--- src/rtl/imm_packer.sv ---
// imm_packer: inserts a 32-bit immediate into the I/S/B/J fields of a base
// instruction word, flags range/alignment violations, 2-stage valid/ready pipe.
//
// Ports:
//   clk, reset          clock (rising edge), synchronous active-high reset
//   in_valid/in_ready   input handshake for {base_instr, imm, ImmScr}
//   base_instr          non-immediate bits of the instruction
//   imm                 signed immediate (byte offset for B/J)
//   ImmScr              00=I 01=S 10=B 11=J
//   out_valid/out_ready output handshake for {out_instr, out_err}
//   out_instr, out_err  packed word and its violation flag
//   cnt_ok, cnt_err     saturating counts of good / rejected words
module imm_packer #(
    parameter int CNT_W  = 16,
    parameter bit STRICT = 1'b0
) (
    input  logic             clk,
    input  logic             reset,
    input  logic             in_valid,
    output logic             in_ready,
    input  logic [31:0]      base_instr,
    input  logic [31:0]      imm,
    input  logic [1:0]       ImmScr,
    output logic             out_valid,
    input  logic             out_ready,
    output logic [31:0]      out_instr,
    output logic             out_err,
    output logic [CNT_W-1:0] cnt_ok,
    output logic [CNT_W-1:0] cnt_err
);

    logic        s1_valid;
    logic [31:0] s1_base;
    logic [20:0] s1_imm;
    logic [1:0]  s1_scr;
    logic        s1_err;

    logic        chk_err;
    logic [31:0] packed_w;
    logic        s2_free;
    logic        s1_adv;
    logic        in_fire;
    logic        s2_take;

    // Range/alignment check on the raw input; only the low 21 imm bits
    // are needed past this point.
    always_comb begin
        chk_err = 1'b0;
        unique case (ImmScr)
            2'b00, 2'b01: chk_err = !((&imm[31:11]) || !(|imm[31:11]));
            2'b10:        chk_err = !((&imm[31:12]) || !(|imm[31:12]))
                                    || imm[0];
            2'b11:        chk_err = !((&imm[31:20]) || !(|imm[31:20]))
                                    || imm[0];
        endcase
    end

    always_comb begin
        packed_w = s1_base;
        unique case (s1_scr)
            2'b00: packed_w = {s1_imm[11:0], s1_base[19:0]};
            2'b01: packed_w = {s1_imm[11:5], s1_base[24:12],
                               s1_imm[4:0], s1_base[6:0]};
            2'b10: packed_w = {s1_imm[12], s1_imm[10:5], s1_base[24:12],
                               s1_imm[4:1], s1_imm[11], s1_base[6:0]};
            2'b11: packed_w = {s1_imm[20], s1_imm[10:1], s1_imm[11],
                               s1_imm[19:12], s1_base[11:0]};
        endcase
    end

    assign s2_free  = !out_valid || out_ready;
    assign s1_adv   = s1_valid && s2_free;
    assign in_ready = !s1_valid || s1_adv;
    assign in_fire  = in_valid && in_ready;
    // In strict mode a rejected word is consumed here and never shown.
    assign s2_take  = s1_adv && !(STRICT && s1_err);

    always_ff @(posedge clk) begin
        if (reset) begin
            s1_valid <= 1'b0;
            s1_base  <= '0;
            s1_imm   <= '0;
            s1_scr   <= '0;
            s1_err   <= 1'b0;
        end else begin
            if (in_fire) begin
                s1_valid <= 1'b1;
                s1_base  <= base_instr;
                s1_imm   <= imm[20:0];
                s1_scr   <= ImmScr;
                s1_err   <= chk_err;
            end else if (s1_adv) begin
                s1_valid <= 1'b0;
            end
        end
    end

    always_ff @(posedge clk) begin
        if (reset) begin
            out_valid <= 1'b0;
            out_instr <= '0;
            out_err   <= 1'b0;
        end else if (s2_free) begin
            out_valid <= s2_take;
            if (s2_take) begin
                out_instr <= packed_w;
                out_err   <= s1_err;
            end
        end
    end

    always_ff @(posedge clk) begin
        if (reset) begin
            cnt_ok  <= '0;
            cnt_err <= '0;
        end else if (s1_adv) begin
            if (s1_err) begin
                if (cnt_err != '1) cnt_err <= cnt_err + 1'b1;
            end else begin
                if (cnt_ok != '1) cnt_ok <= cnt_ok + 1'b1;
            end
        end
    end

endmodule

--- config.mk ---
export PLATFORM = sky130hd
export DESIGN_NAME = imm_packer
export DESIGN_NICKNAME = d
export VERILOG_FILES = /design/src/rtl/imm_packer.sv
export SDC_FILE = /design/constraint.sdc
export NUM_CORES = 1
export LEC_CHECK = 0
export ABC_AREA = 1
export ABC_CLOCK_PERIOD_IN_PS = 1700
export BUFFER_PORTS_ARGS = -buffer_cell sky130_fd_sc_hd__buf_4
export CELL_PAD_IN_SITES_DETAIL_PLACEMENT = 1
export CELL_PAD_IN_SITES_GLOBAL_PLACEMENT = 1
export CORE_UTILIZATION = 33
export CTS_CLUSTER_DIAMETER = 30
export CTS_CLUSTER_SIZE = 16
export DETAILED_ROUTE_END_ITERATION = 8
export PLACE_DENSITY = 0.85
export SETUP_SLACK_MARGIN = 0.05
export SYNTH_ARGS = -nofsm -noshare
export SYNTH_HDL_FRONTEND = slang
export SYNTH_SLANG_ARGS = --single-unit
--- constraint.sdc ---
create_clock -name clk -period 1.7 [get_ports clk]
set_clock_uncertainty 0.1 [all_clocks]
set_input_delay 0.085 -clock clk [delete_from_list [all_inputs] [get_ports clk]]
set_output_delay 0.085 -clock clk [all_outputs]
set_load 0.005 [all_outputs]
==> out/metrics.cfg, run 1 <==
[outcome]
status=finished, final reports clean

[yosys]
syn_inst=715
ys_types=30
synthMuxAreaShare_pct=0
yosys.area.top_type_share_pct=45.83
ys_warn_count=0
synth_ff_type=dfxtp_1
synth_area_um2=5067
yosys.area.top_type=dfxtp_1
synth_top_family_by_area=simple AND/OR/NAND/NOR gates
yosys.area_share.simple_pct=27.60
synth_edf_count=0
async_flop_share_pct=0
ys_seq_area_share_pct=45.83
ys_seq_elements=116
synth_compound_area_share_pct=15.63
synth-adder-area-share_pct=0.4938
synthTopCellsByArea=dfxtp_1 46%, nor2_1 12%, nand2_1 8.8%
syn_area_per_cell_um2=7.087
synth_xor_xnor_area_share_pct=3.284
syn_nets=787

[setup_path]
worst_setup_path_end_kind=flop
crit_type=flop to flop
crit_path_cell_trace=nand2_2 -> nor3_2 -> nand3_1 -> nand2_2 -> buf_4 -> o21ai_0 -> nand2_1 -> nor2_1
slowest_delay_ps=410
crit_arrival_ps=1810
required_ps=1910
path_common_cell=nand2_2
slowest_stage=dfxtp_1
rr_startpoint=cnt_err[4]
crit_path_max_fanout=7
cp-start-kind=flop
critPathLaunch=cnt_err[4]
ff2ff_setup_slack_ps=100

[layout]
drive_gt1_share_pct=26.57
finalNetCount=996
area_delta_synth_final_pct=51.75
stdcell_area_um2=7690

[cts]
cts_buffers=17
cts_buffer_depth=2
clk_pin_slew_worst_paths_ps=60
clock-root-buffer=clkbuf_16
clock_sinks=116
h-tree-depth=4
clkLatencyLatePin_ps=420
cts_tree=built

[drt]
postRouteAntennaNets=0
drtPass1Iterations=4
vias_per_cell=4.916
vias=5516
routed_wl_um=17930
wl_met2_um=9080
drc=0
dr.max_layer_used=met4
drt_iter0_drc=269
wl_per_cell_um=15.98
route.met3.wl_um=659
wl_met1_um=7695

[pwr]
p_int_mw=5.349
p_sw_mw=1.903
ir_drop_uv=769.5
finalPower_mw=7.252
cellPowerDensity_nw_per_um2=943.0
swShare_pct=26.24
clkPwrFrac_pct=47.4
p_leak_nw=3.372
pwr-share-seq_pct=40.8
p_comb_share_pct=11.8

[place]
place_congestion=0.8532
hpwl_um=10830
portBuffers=129
dp_slack_ps=46.25
placed_cell_area_um2=6475

[floorplanning]
die_area_um2=15850
die_x_um=125.9
fp.coreArea_um2=14750
fp.dieH_um=125.9
io-pin-count=137
std_cell_rows=44
initial_core_util_pct=34.35

[sta]
worst_slew_pin_slew_ps=355.4
slew_violations=0
fin_crit_ps=1604
setup_viol=0
grt_setup_unrepaired=yes
fmax_mhz=623.5
hold_violations=0
slew_headroom_pct=76.31
fin_crit_sh_pct=94.34
hold_slack_ps=85.99
final.setup.worst_slack_ps=96.28

[global_routing]
grt_max_degree=75
antenna_found_initial=1
grt_pass1_vias=5699
grt.total_usage_pct=22.85
grt_overflow=0
grt_pass1_wl_um=28350

[min_path]
hp-class=primary input to flop
min_from=in_valid

[job]
drv_cap=0

-- critical path: cells and delay by family, from the launching register on --
family	cells	cell delay [ps]
and+or+nand+nor	6	740
DFF	1	410
AOI/OAI and AO/OA	1	80
buffers and inverters	1	180
-- layer usage --
metal | track usage, % | vias up
li1 | - | 2737
met1 | 26.41 | 2617
met2 | 40.17 | 134
met3 | 4.460 | 28
met4 | 11.48 | 0
met5 | 0 | -
-- cell families (layout without fill, tap and decap cells) --
| family | Yosys count | in the layout |
|---|---|---|
| and+or+nand+nor | 339 | 339 |
| AOI/OAI and AO/OA | 152 | 152 |
| DFF | 116 | 116 |
| buffers and inverters | 87 | 309 |
| xor gates and xnor gates | 19 | 19 |
| adders and majority gates | 2 | 2 |
| other | 0 | 1 |
-- layout make-up --
| type | count | area, um^2 |
|---|---|---|
| timing repair buffer | 225 | 1874 |
| timing repair inverter | 1 | 7.507 |
| antenna | 1 | 2.502 |
| clock inverter | 14 | 128.9 |
| tap | 184 | 230.2 |
| clock buffer | 18 | 439.2 |
| inverter | 51 | 203.9 |
| multi-input combinational | 512 | 2462 |
| sequential | 116 | 2341 |
| fill | 1848 | 7064 |
-- Yosys cell counts, types with 3 or more instances --
| library cell | instances |
|---|---|
| nand3_1 | 25 |
| buf_2 | 8 |
| nand4_1 | 8 |
| xnor2_1 | 7 |
| nand2_2 | 3 |
| nand2_1 | 119 |
| buf_6 | 3 |
| clkbuf_1 | 24 |
| inv_1 | 48 |
| dfxtp_1 | 116 |
| o21ai_0 | 84 |
| o211ai_1 | 11 |
| nor2_1 | 166 |
| xor2_1 | 12 |
| nor3_1 | 10 |
| a21oi_1 | 55 |
-- cells in the final DEF (no fill, tap or decap), types with 2 or more instances in the layout --
| master | instances |
|---|---|
| nor3_2 | 4 |
| ha_4 | 2 |
| nand3_2 | 2 |
| o21ai_1 | 3 |
| clkinvlp_4 | 6 |
| dlygate4sd3_1 | 51 |
| xor2_1 | 12 |
| nand3_1 | 23 |
| clkbuf_16 | 17 |
| nand2_1 | 115 |
| buf_4 | 168 |
| inv_4 | 2 |
| a21oi_1 | 55 |
| dfxtp_1 | 105 |
| xnor2_1 | 7 |
| clkinv_2 | 3 |
| o21ai_0 | 81 |
| nor3_1 | 7 |
| clkinv_4 | 3 |
| buf_6 | 2 |
| dfxtp_4 | 2 |
| nand4_1 | 8 |
| nand2_2 | 7 |
| buf_12 | 4 |
| nor2_1 | 161 |
| inv_6 | 4 |
| dfxtp_2 | 9 |
| o211ai_1 | 11 |
| nor2_2 | 6 |
| inv_1 | 45 |
-- worst paths after layout --
path / cells past startpoint / endpoint
min: 4 / s1_base[22]
max: 8 / cnt_err[2]
max reg2reg: 8 / cnt_err[2]
min reg2reg: 2 / out_instr[16]
-- stage by stage --
| step | TNS (ps) | utilization [%] | cells |
|---|---|---|---|
| final | 0 | 52.12 | 1122 |
| after global routing | -2.825 | 52.12 | 1122 |
| after global placement | 0 | 43.89 | 1030 |
| after detailed placement | 0 | 43.89 | 1030 |
| after CTS | 0 | 51.21 | 1113 |
| after floorplan | 0 | - | 715 |
-- state kept, by name, indices dropped and copies added, names as in the netlist --
| name | count |
|---|---|
| cnt_err | 16 |
| cnt_ok | 16 |
| out_err | 1 |
| out_instr | 32 |
| out_valid | 1 |
| s1_base | 25 |
| s1_err | 1 |
| s1_imm | 21 |
| s1_scr | 2 |
| s1_valid | 1 |
-- power groups by stage --
stage	Combinational [mW]	Sequential, mW	Clock, mW
finish	0.856	2.96	3.44
global route	0.938	2.98	3.61
CTS	0.808	2.96	3.48
detailed placement	0.704	3.01	0
global placement	0.681	3.01	0
floorplan	0.347	3.00	0
-- what timing repair did --
action,4_1_cts,5_1_grt
setup buffers,0,7
hold buffers,51,0
endpoints found under the setup margin,3,48
gates cloned,0,1
pin swaps,1,5
gates resized for setup,2,29
hold endpoints to repair,72,0
No activity file was read; power rests on OpenSTA's default activity.
==> run 2, diff against run 1 <==
--- a/config.mk
+++ b/config.mk
@@ -6,7 +6,7 @@
 export NUM_CORES = 1
 export LEC_CHECK = 0
 export ABC_AREA = 1
-export ABC_CLOCK_PERIOD_IN_PS = 1700
+export ABC_CLOCK_PERIOD_IN_PS = 1300
 export BUFFER_PORTS_ARGS = -buffer_cell sky130_fd_sc_hd__buf_4
 export CELL_PAD_IN_SITES_DETAIL_PLACEMENT = 1
 export CELL_PAD_IN_SITES_GLOBAL_PLACEMENT = 1
==> constraint.sdc (replaced) <==
create_clock -name clk -period 1.3 [get_ports clk]
set_clock_uncertainty 0.1 [all_clocks]
set_input_delay 0.065 -clock clk [delete_from_list [all_inputs] [get_ports clk]]
set_output_delay 0.065 -clock clk [all_outputs]
set_load 0.005 [all_outputs]
==> out/metrics.cfg, run 2 (synthesis results as in run 1) <==
[sta]
fin_crit_sh_pct=137.0
hold_violations=0
setup_viol=119
slew_headroom_pct=68.84
grt_setup_unrepaired=yes
hold_slack_ps=46.89
fin_crit_ps=1781
worst_slew_pin_slew_ps=465.9
fmax_mhz=561.5
final.setup.worst_slack_ps=-481.0
slew_violations=0

[global_routing]
grt_pass1_wl_um=44260
grt_pass1_vias=7573
antenna_found_initial=1
grt_max_degree=30
grt.total_usage_pct=37.43
grt_overflow=0

[drt]
postRouteAntennaNets=0
vias_per_cell=6.077
drc=0
routed_wl_um=37320
wl_per_cell_um=30.46
vias=7444
drt_iter0_drc=584
drtPass1Iterations=5

[cts]
clock-root-buffer=clkbuf_16
h-tree-depth=4
clkLatencyLatePin_ps=450
clk_pin_slew_worst_paths_ps=70
clock_sinks=116
cts_buffer_depth=2
cts_tree=built
cts_buffers=17

[setup_path]
cp-start-kind=flop
crit_path_max_fanout=8
crit_arrival_ps=2000
required_ps=1520
crit_type=flop to flop
worst_setup_path_end_kind=flop

[place]
place_congestion=0.8488
portBuffers=129
hpwl_um=12090

[job]
drv_cap=0

[pwr]
clkPwrFrac_pct=44.4
p_int_mw=7.524
ir_drop_uv=1043
p_sw_mw=3.613
cellPowerDensity_nw_per_um2=1084
p_leak_nw=4.461
pwr-share-seq_pct=35.8
p_comb_share_pct=19.7
finalPower_mw=11.14
swShare_pct=32.44

[outcome]
status=finished with violations
violations=negative setup slack

[floorplanning]
io-pin-count=137
die_area_um2=15850
fp.coreArea_um2=14750
initial_core_util_pct=34.35
fp.dieH_um=125.9
die_x_um=125.9
std_cell_rows=44

[min_path]
hp-class=primary input to flop

[layout]
top_register=out_instr
drive_gt1_share_pct=55.10
mostFrequentLayoutCells=207 x buf_4, 94 x dfxtp_1, 88 x nand2_1, 88 x nor2_1, 50 x dlygate4sd3_1
area_delta_synth_final_pct=102.7
largest_reg_flops=32
nFillCells=1600
final_common_cell=buf_4
finalNetCount=1099
top_regs=out_instr x32, s1_base x25, s1_imm x21

run 2: cell types whose count changed in the layout (fill, tap and decap cells not counted), sizes merged:
cell         change
clkbuf           +3
dlygate4sd3      -1
buf            +102
inv              +4
clkinvlp         -5
run 2: per-stage QoR:
| step | instance area [um^2] | utilization [%] | setup slack [ps] | std cells | TNS [ps] |
|---|---|---|---|---|---|
| global placement | 7042 | 47.73 | -285.0 | 1090 | -9528 |
| detailed placement | 7042 | 47.73 | -392.5 | 1090 | -13540 |
| global route | 10270 | 69.62 | -536.3 | 1225 | -32430 |
| finish | 10270 | 69.62 | -481.0 | 1225 | -28770 |
| floorplan | 5225 | - | -337.8 | 715 | -9263 |
| CTS | 9617 | 65.18 | -298.8 | 1212 | -16850 |
run 2: layout make-up:
cell class	count	area, um^2	share of cell area [%]
multi-input combinational	512	3647	35.51
timing repair buffer	328	3203	31.18
sequential	116	2370	23.07
clock buffer	19	452.9	4.409
inverter	51	234.0	2.278
tap	184	230.2	2.241
clock inverter	13	121.4	1.181
timing repair inverter	1	11.26	0.1096
antenna	1	2.502	0.02436
run 2: what timing repair did:
item | 4_1_cts | 5_1_grt
endpoints found under the hold margin | 55 | 0
pin swaps | 66 | 43
setup buffers | 26 | 24
hold buffers | 50 | 0
setup endpoints to repair | 119 | 129
gates cloned | 15 | 2
resized for setup | 294 | 181
run 2: critical path, cell delays in order, from the launching register on:
cell and delay [ps]:
dfxtp_4 370, ha_4 160, nand3_4 90, nor3_4 160
nand3_2 120, nand2_4 180, buf_8 170, o21bai_1 90
nand2_1 140, nor2_1 80
run 2: per-layer routing:
metal  up-vias  share of wire, %  GRT usage [%]
met5         -                 0              0
met4         0               9.7          24.24
met3       281               7.9          7.519
met2       585                49          68.64
met1      3632                34          38.78
li1       2946                 -              -
run 2: path summary, 6_finish.rpt:
check | start | to | slack (ps) | depth (start not counted)
max | cnt_err[0] | cnt_err[5] | -480 | 9
min | reset | cnt_err[11] | 50 | 3
max reg2reg | cnt_err[0] | cnt_err[5] | -480 | 9
min reg2reg | s1_base[23] | s1_base[23] | 390 | 2
run 2: power groups by stage:
stage | combinational, mW | clock, mW | sequential (mW)
global route | 2.24 | 5.02 | 3.99
floorplan | 0.480 | 0 | 3.93
CTS | 1.70 | 4.66 | 3.91
finish | 2.20 | 4.95 | 3.99
global placement | 0.969 | 0 | 3.93
detailed placement | 1.01 | 0 | 3.94
